[src/rtl/mips_harness_pkg.sv]
// Shared types and constants for the MIPS program-memory / run-control harness.
package mips_harness_pkg;

  typedef enum logic [1:0] {
    ST_IDLE   = 2'd0,
    ST_CPURST = 2'd1,
    ST_RUN    = 2'd2,
    ST_DONE   = 2'd3
  } harness_state_t;

  localparam logic [31:0] MIPS_RESET_VECTOR = 32'hBFC00000;
  localparam logic [31:0] MIPS_NOP          = 32'h0000_0000;

  // The CPU fetches little-endian words; programs are written MSB-first.
  function automatic logic [31:0] bswap32(input logic [31:0] w);
    return {w[7:0], w[15:8], w[23:16], w[31:24]};
  endfunction

endpackage

[src/rtl/mips_prog_harness_mem.sv]
// Program word store: synchronous write port, asynchronous read port.
module prog_word_mem #(
  parameter  int unsigned DEPTH = 64,
  localparam int unsigned AW    = $clog2(DEPTH)
) (
  input  logic          clk,
  input  logic          wr_en,
  input  logic [AW-1:0] wr_addr,
  input  logic [31:0]   wr_data,
  input  logic [AW-1:0] rd_addr,
  output logic [31:0]   rd_data
);

  logic [31:0] mem_q [DEPTH];

  // NOTE: the array has no reset; stale words are hidden by the write pointer, never read.
  always_ff @(posedge clk) begin
    if (wr_en) begin
      mem_q[wr_addr] <= wr_data;
    end
  end

  assign rd_data = mem_q[rd_addr];

endmodule

[src/rtl/mips_prog_harness.sv]
// Loadable instruction memory plus reset/run/halt sequencing for mips_cpu_harvard benches.
module mips_prog_harness
  import mips_harness_pkg::*;
#(
  parameter int unsigned DEPTH        = 64,
  parameter logic [31:0] BASE_ADDR    = MIPS_RESET_VECTOR,
  parameter bit          BYTE_SWAP    = 1'b1,
  parameter int unsigned RESET_CYCLES = 2,
  parameter int unsigned TIMEOUT      = 1024
) (
  input  logic        clk,
  input  logic        reset,
  input  logic        load_valid,
  input  logic [31:0] load_data,
  output logic        load_ready,
  input  logic        start,
  output logic        cpu_reset,
  input  logic [31:0] instr_address,
  output logic [31:0] instr_readdata,
  input  logic        active,
  input  logic [31:0] register_v0,
  input  logic [31:0] expected_v0,
  output logic        done,
  output logic        pass,
  output logic        timed_out,
  output logic [31:0] cycle_count,
  output logic [31:0] final_v0
);

  localparam int unsigned AW           = $clog2(DEPTH);
  localparam int unsigned PW           = AW + 1;
  localparam int unsigned RW           = (RESET_CYCLES > 1) ? $clog2(RESET_CYCLES) : 1;
  localparam logic [PW-1:0] PTR_FULL   = PW'(DEPTH);
  localparam logic [RW-1:0] RST_LAST   = RW'(RESET_CYCLES - 1);
  localparam logic [31:0] TIMEOUT_LAST = 32'(TIMEOUT - 1);

  harness_state_t state_q, state_d;
  logic [PW-1:0]  wr_ptr_q, wr_ptr_d;
  logic [RW-1:0]  rst_cnt_q, rst_cnt_d;
  logic [31:0]    cycle_count_q, cycle_count_d;
  logic [31:0]    final_v0_q, final_v0_d;
  logic           done_q, done_d;
  logic           pass_q, pass_d;
  logic           timed_out_q, timed_out_d;

  logic           wr_en;
  logic           launch;
  logic           halt;
  logic [29:0]    fetch_idx;
  logic           fetch_hit;
  logic [31:0]    mem_rdata;
  logic [31:0]    fetch_word;

  // A start in the same cycle as a load wins; the offered word is dropped.
  assign load_ready = (state_q == ST_IDLE) && (wr_ptr_q != PTR_FULL);
  assign wr_en      = load_ready && load_valid && !start;
  assign launch     = start && ((state_q == ST_IDLE) || (state_q == ST_DONE));
  assign halt       = (instr_address == 32'd0) && !active;

  // Addresses below BASE_ADDR wrap to huge indices and fall outside the loaded window.
  assign fetch_idx  = 30'((instr_address - BASE_ADDR) >> 2);
  assign fetch_hit  = 30'(wr_ptr_q) > fetch_idx;
  assign fetch_word = fetch_hit ? mem_rdata : MIPS_NOP;

  assign instr_readdata = BYTE_SWAP ? bswap32(fetch_word) : fetch_word;

  prog_word_mem #(
    .DEPTH (DEPTH)
  ) u_mem (
    .clk     (clk),
    .wr_en   (wr_en),
    .wr_addr (wr_ptr_q[AW-1:0]),
    .wr_data (load_data),
    .rd_addr (fetch_idx[AW-1:0]),
    .rd_data (mem_rdata)
  );

  always_comb begin
    // NOTE: every next-state signal takes its held value first, so no branch can infer a latch.
    state_d       = state_q;
    wr_ptr_d      = wr_ptr_q;
    rst_cnt_d     = rst_cnt_q;
    cycle_count_d = cycle_count_q;
    final_v0_d    = final_v0_q;
    done_d        = done_q;
    pass_d        = pass_q;
    timed_out_d   = timed_out_q;

    if (wr_en) begin
      wr_ptr_d = wr_ptr_q + PW'(1);
    end

    if (launch) begin
      state_d       = ST_CPURST;
      rst_cnt_d     = '0;
      cycle_count_d = '0;
      done_d        = 1'b0;
      pass_d        = 1'b0;
      timed_out_d   = 1'b0;
    end else begin
      unique case (state_q)
        ST_IDLE: ;
        ST_CPURST: begin
          if (rst_cnt_q == RST_LAST) begin
            state_d = ST_RUN;
          end else begin
            rst_cnt_d = rst_cnt_q + RW'(1);
          end
        end
        ST_RUN: begin
          if (halt) begin
            final_v0_d = register_v0;
            pass_d     = (register_v0 == expected_v0);
            done_d     = 1'b1;
            state_d    = ST_DONE;
          end else if (cycle_count_q == TIMEOUT_LAST) begin
            timed_out_d = 1'b1;
            pass_d      = 1'b0;
            done_d      = 1'b1;
            state_d     = ST_DONE;
          end else if (cycle_count_q != '1) begin
            cycle_count_d = cycle_count_q + 32'd1;
          end
        end
        ST_DONE: ;
        default: state_d = ST_IDLE;
      endcase
    end
  end

  // NOTE: registered state uses non-blocking assignments so every flop samples pre-edge values.
  always_ff @(posedge clk) begin
    if (reset) begin
      state_q       <= ST_IDLE;
      wr_ptr_q      <= '0;
      rst_cnt_q     <= '0;
      cycle_count_q <= '0;
      final_v0_q    <= '0;
      done_q        <= 1'b0;
      pass_q        <= 1'b0;
      timed_out_q   <= 1'b0;
    end else begin
      state_q       <= state_d;
      wr_ptr_q      <= wr_ptr_d;
      rst_cnt_q     <= rst_cnt_d;
      cycle_count_q <= cycle_count_d;
      final_v0_q    <= final_v0_d;
      done_q        <= done_d;
      pass_q        <= pass_d;
      timed_out_q   <= timed_out_d;
    end
  end

  // The CPU stays parked in reset whenever no run is in progress.
  assign cpu_reset   = (state_q != ST_RUN);
  assign done        = done_q;
  assign pass        = pass_q;
  assign timed_out   = timed_out_q;
  assign cycle_count = cycle_count_q;
  assign final_v0    = final_v0_q;

endmodule

[config.mk]
export PLATFORM = sky130hd
export DESIGN_NAME = mips_prog_harness
export DESIGN_NICKNAME = d
export VERILOG_FILES = /design/src/rtl/mips_harness_pkg.sv /design/src/rtl/mips_prog_harness_mem.sv /design/src/rtl/mips_prog_harness.sv
export SDC_FILE = /design/constraint.sdc
export NUM_CORES = 2
export LEC_CHECK = 0
export ABC_AREA = 0
export CORE_AREA = 5 5 549 551
export CTS_CLUSTER_DIAMETER = 120
export CTS_CLUSTER_SIZE = 40
export DETAILED_ROUTE_END_ITERATION = 8
export DIE_AREA = 0 0 554 556
export GPL_TIMING_DRIVEN = 0
export PLACE_DENSITY = 0.5
export SLEW_MARGIN = 20
export SYNTH_ARGS = -nofsm -noshare
export SYNTH_HDL_FRONTEND = slang
export SYNTH_SLANG_ARGS = --single-unit
[constraint.sdc]
create_clock -name clk -period 10.9 [get_ports clk]
set_input_delay 2.18 -clock clk [delete_from_list [all_inputs] [get_ports clk]]
set_output_delay 2.18 -clock clk [all_outputs]
set_load 0.01 [all_outputs]
==> impl_metrics.py <==
metrics = {
    "synthesis": {
        "synth_top_area_share_pct": 74.7,
        "syn_inst": 3839,
        "synth_warnings": 0,
        "synth.largest_area_cell": "edfxtp_1",
        "avgSynthCellArea_um2": 21.5,
        "synth-edff-count": 2048,
        "synth-seq-cells": 2125,
        "synth_cell_types": 77,
        "synthFlopType": "edfxtp_1",
        "netlist_top_cells_area": "edfxtp_1 (75%), mux4_2 (15%), dfxtp_1 (1.9%)",
        "ys_seq_area_share_pct": 76.5,
        "async_flop_share_pct": 0,
        "syn-cell-area_um2": 82400,
        "syn_nets": 3985,
    },
    "grt": {
        "grt_overflow_total": 0,
        "grt_pass1_vias": 42600,
        "grt_usage_pct": 17.9,
        "grt_pass1_wl_um": 380000,
        "antenna_found_initial": 17,
        "grt_max_degree": 65,
    },
    "pwr": {
        "combPwrFrac_pct": 7.1,
        "internal_power_mw": 10.4,
        "powerDensity_nw_per_um2": 141,
        "finalPower_mw": 13.5,
        "swShare_pct": 22.9,
        "ir_worst_vdd_mv": 0.145,
        "seqPwrFrac_pct": 66.5,
        "p_leak_nw": 28.3,
        "clockPowerShare_pct": 26.4,
        "p_switching_mw": 3.09,
    },
    "setup_path": {
        "max_stage_delay_ns": 1.05,
        "cp_cell_sequence": "buf_2 > inv_1 > buf_2 > buf_1 > clkbuf_1 > ha_1 > nand3_1 > o31a_1 > o31ai_4 > buf_6 > clkbuf_1 > nor3_1 > clkdlybuf4s50_1",
        "cp.arrival_ns": 8.05,
        "worstSetupStartpoint": "instr_address[6]",
        "path_buf_inv": 8,
        "crit-reg2reg-launch": "wr_ptr_q[4]",
        "worstSetupPathType": "in -> out",
        "cp_top_family": "buffers and inverters",
        "crit_path_max_fanout": 10,
        "startpoint_type": "input pin",
        "crit_path_top_delay_cell": "nor3_1",
        "required_ns": 8.72,
        "worst_setup_path_end_kind": "primary output",
    },
    "sta": {
        "finalMaxSlewViolations": 0,
        "post-route-min-period_ns": 10.23,
        "finClkSkew_ns": 0.0696,
        "finalHoldViolCount": 0,
        "grt_setup_unrepaired": "no",
        "clock.fmax_mhz": 97.7,
        "maxSlewHeadroom_pct": 12.7,
        "setup_viol": 0,
        "worst_pin_slew_ns": 1.31,
        "post-route-period-util_pct": 93.9,
    },
    "route": {
        "routed_wl_um": 285000,
        "first_iter_violations": 6343,
        "postRouteAntennaNets": 0,
        "wl_per_cell_um": 34.5,
        "vias": 43800,
        "drc": 0,
        "dr.pass1.iters": 7,
        "viasPerCell": 5.31,
    },
    "die": {
        "num_rows": 200,
        "dieHeight_um": 556,
        "core_um2": 296000,
        "ios": 234,
        "die_width_um": 554,
        "dieArea_um2": 308000,
        "start_util_pct": 27.9,
    },
    "cts": {
        "numCtsBuffers": 61,
        "cts_hold_buf": 0,
        "cts_setup_buffers": 0,
        "cts_max_path_buffers": 3,
        "clock-sinks": 2125,
        "htreeDepth": 2,
        "clk_pin_slew_ns": 0.15,
        "cts_tree": "built",
        "cts_resized": 0,
        "clkLatencyLatePin_ns": 0.80,
        "root_buffer": "clkbuf_16",
    },
    "place": {
        "place_hpwl_um": 200000,
        "placed_cells": 8161,
        "port_buffers": 228,
        "place_congestion": 0.877,
    },
    "flow_run": {
        "cap_violations": 0,
    },
    "worst_hold_path": {
        "hp-start": "done",
        "hp-class": "reg -> reg",
    },
    "final_layout": {
        "fin_nets": 4431,
        "syn_to_final_growth_pct": 15.7,
        "num-fill-cells": 28100,
        "final_cell_count_no_fill": 8250,
        "drive_gt1_share_pct": 24.3,
    },
    "status": {
        "status": "completed",
    },
}
-- flip-flops by register name (all words and copies together) (netlist names) --
| name | count |
|---|---|
| cycle_count | 32 |
| done | 1 |
| u_mem.mem_q | 2048 |
| rst_cnt_q | 1 |
| wr_ptr_q | 7 |
| final_v0 | 32 |
| timed_out | 1 |
| state_q | 2 |
| pass | 1 |
-- cells by family after synthesis --
kind of cell	share of synthesized area, %
compound gates	2.78
xor+xnor	0.415
fa+ha+maj	0.197
buf+inv	1.69
flops	76.5
mux	15.8
simple gates	2.62
-- cell usage after synthesis (6+ instances only) --
cell type	instances
buf_4	53
o211ai_1	9
nand4_1	21
nor4_1	22
nor2b_1	6
nor2_1	107
a22oi_1	18
nand2b_1	7
ha_1	13
mux4_2	537
nand2_1	166
buf_2	60
o21ai_1	77
nand3_1	35
inv_1	14
buf_6	26
and4_1	7
mux2i_1	84
o31ai_1	6
o41ai_1	6
dfxtp_1	77
o221ai_1	7
o21ai_0	31
a31oi_1	8
nor3_1	28
edfxtp_1	2048
xnor2_1	20
buf_1	6
and2_1	6
or3_1	22
a221oi_1	36
clkbuf_1	59
o22ai_1	21
mux2_2	6
a21oi_1	92
a311oi_1	6
xor2_1	19
-- worst register-to-register path, stage by stage, from the launching register on --
cell and delay (ns):
dfxtp_1 0.37, clkbuf_1 0.29, nor2_1 0.13, nand4b_1 0.18, and3b_1 0.29, nand3_1 0.71, nor2_4 0.84, buf_12 0.27
buf_12 0.24
-- layout by cell type, fill, tap and decap left out, types with 75 or more instances in the layout --
| cell | instances |
|---|---|
| clkdlybuf4s50_1 | 196 |
| a21oi_1 | 92 |
| buf_12 | 94 |
| mux4_2 | 537 |
| dfxtp_1 | 77 |
| mux2i_1 | 84 |
| buf_4 | 75 |
| nand2_1 | 166 |
| o21ai_1 | 77 |
| edfxtp_1 | 2048 |
-- path summary, 6_finish.rpt --
kind | to | slack [ns] | cells past startpoint
worst max register to register | u_mem.mem_q[59][9] | 7.28 | 8
worst min register to register | done | 0.47 | 2
worst min-delay path | done | 0.47 | 2
worst max-delay path | instr_readdata[24] | 0.67 | 13
-- power by group through the flow --
stage	Combinational (mW)	Sequential (mW)	Clock, mW
global placement	0.918	9.16	0
CTS	0.958	8.95	3.61
finish	0.958	8.95	3.55
detailed placement	0.957	9.13	0
floorplan	0.433	9.13	0
global route	0.988	8.95	3.86
-- routing by layer --
| layer | track usage, % | routed length [um] | up-vias |
|---|---|---|---|
| li1 | - | - | 16900 |
| met1 | 25.4 | 121000 | 24300 |
| met2 | 28.1 | 130000 | 2308 |
| met3 | 3.26 | 24600 | 348 |
| met4 | 4.87 | 9210 | 8 |
| met5 | 0 | 49 | - |
-- area by class of cell --
| cell class | count | area, um^2 | share of cell area [%] |
|---|---|---|---|
| diodes | 2 | 5.00 | 0.00525 |
| plain buffers | 209 | 1340 | 1.40 |
| clock buffers | 79 | 1630 | 1.70 |
| clock inverters | 8 | 163 | 0.171 |
| inverters | 17 | 63.8 | 0.0669 |
| multi-input cells | 1488 | 18500 | 19.4 |
| flip-flops and latches | 2125 | 63000 | 66.1 |
| well taps | 3939 | 4930 | 5.17 |
| repair buffers | 383 | 5680 | 5.96 |
-- stage by stage --
stage	area (um^2)	hold WS, ns	util (%)	worst slack [ns]	TNS, ns
floorplan	82400	0.462	-	3.94	0
global placement	89600	0.443	30.3	-0.0852	-0.650
detailed placement	93500	0.446	31.6	0.890	0
CTS	95300	0.466	32.2	0.853	0
global route	95300	0.483	32.2	0.676	0
finish	95300	0.465	32.2	0.669	0
No activity file was read; power rests on OpenSTA's default activity.
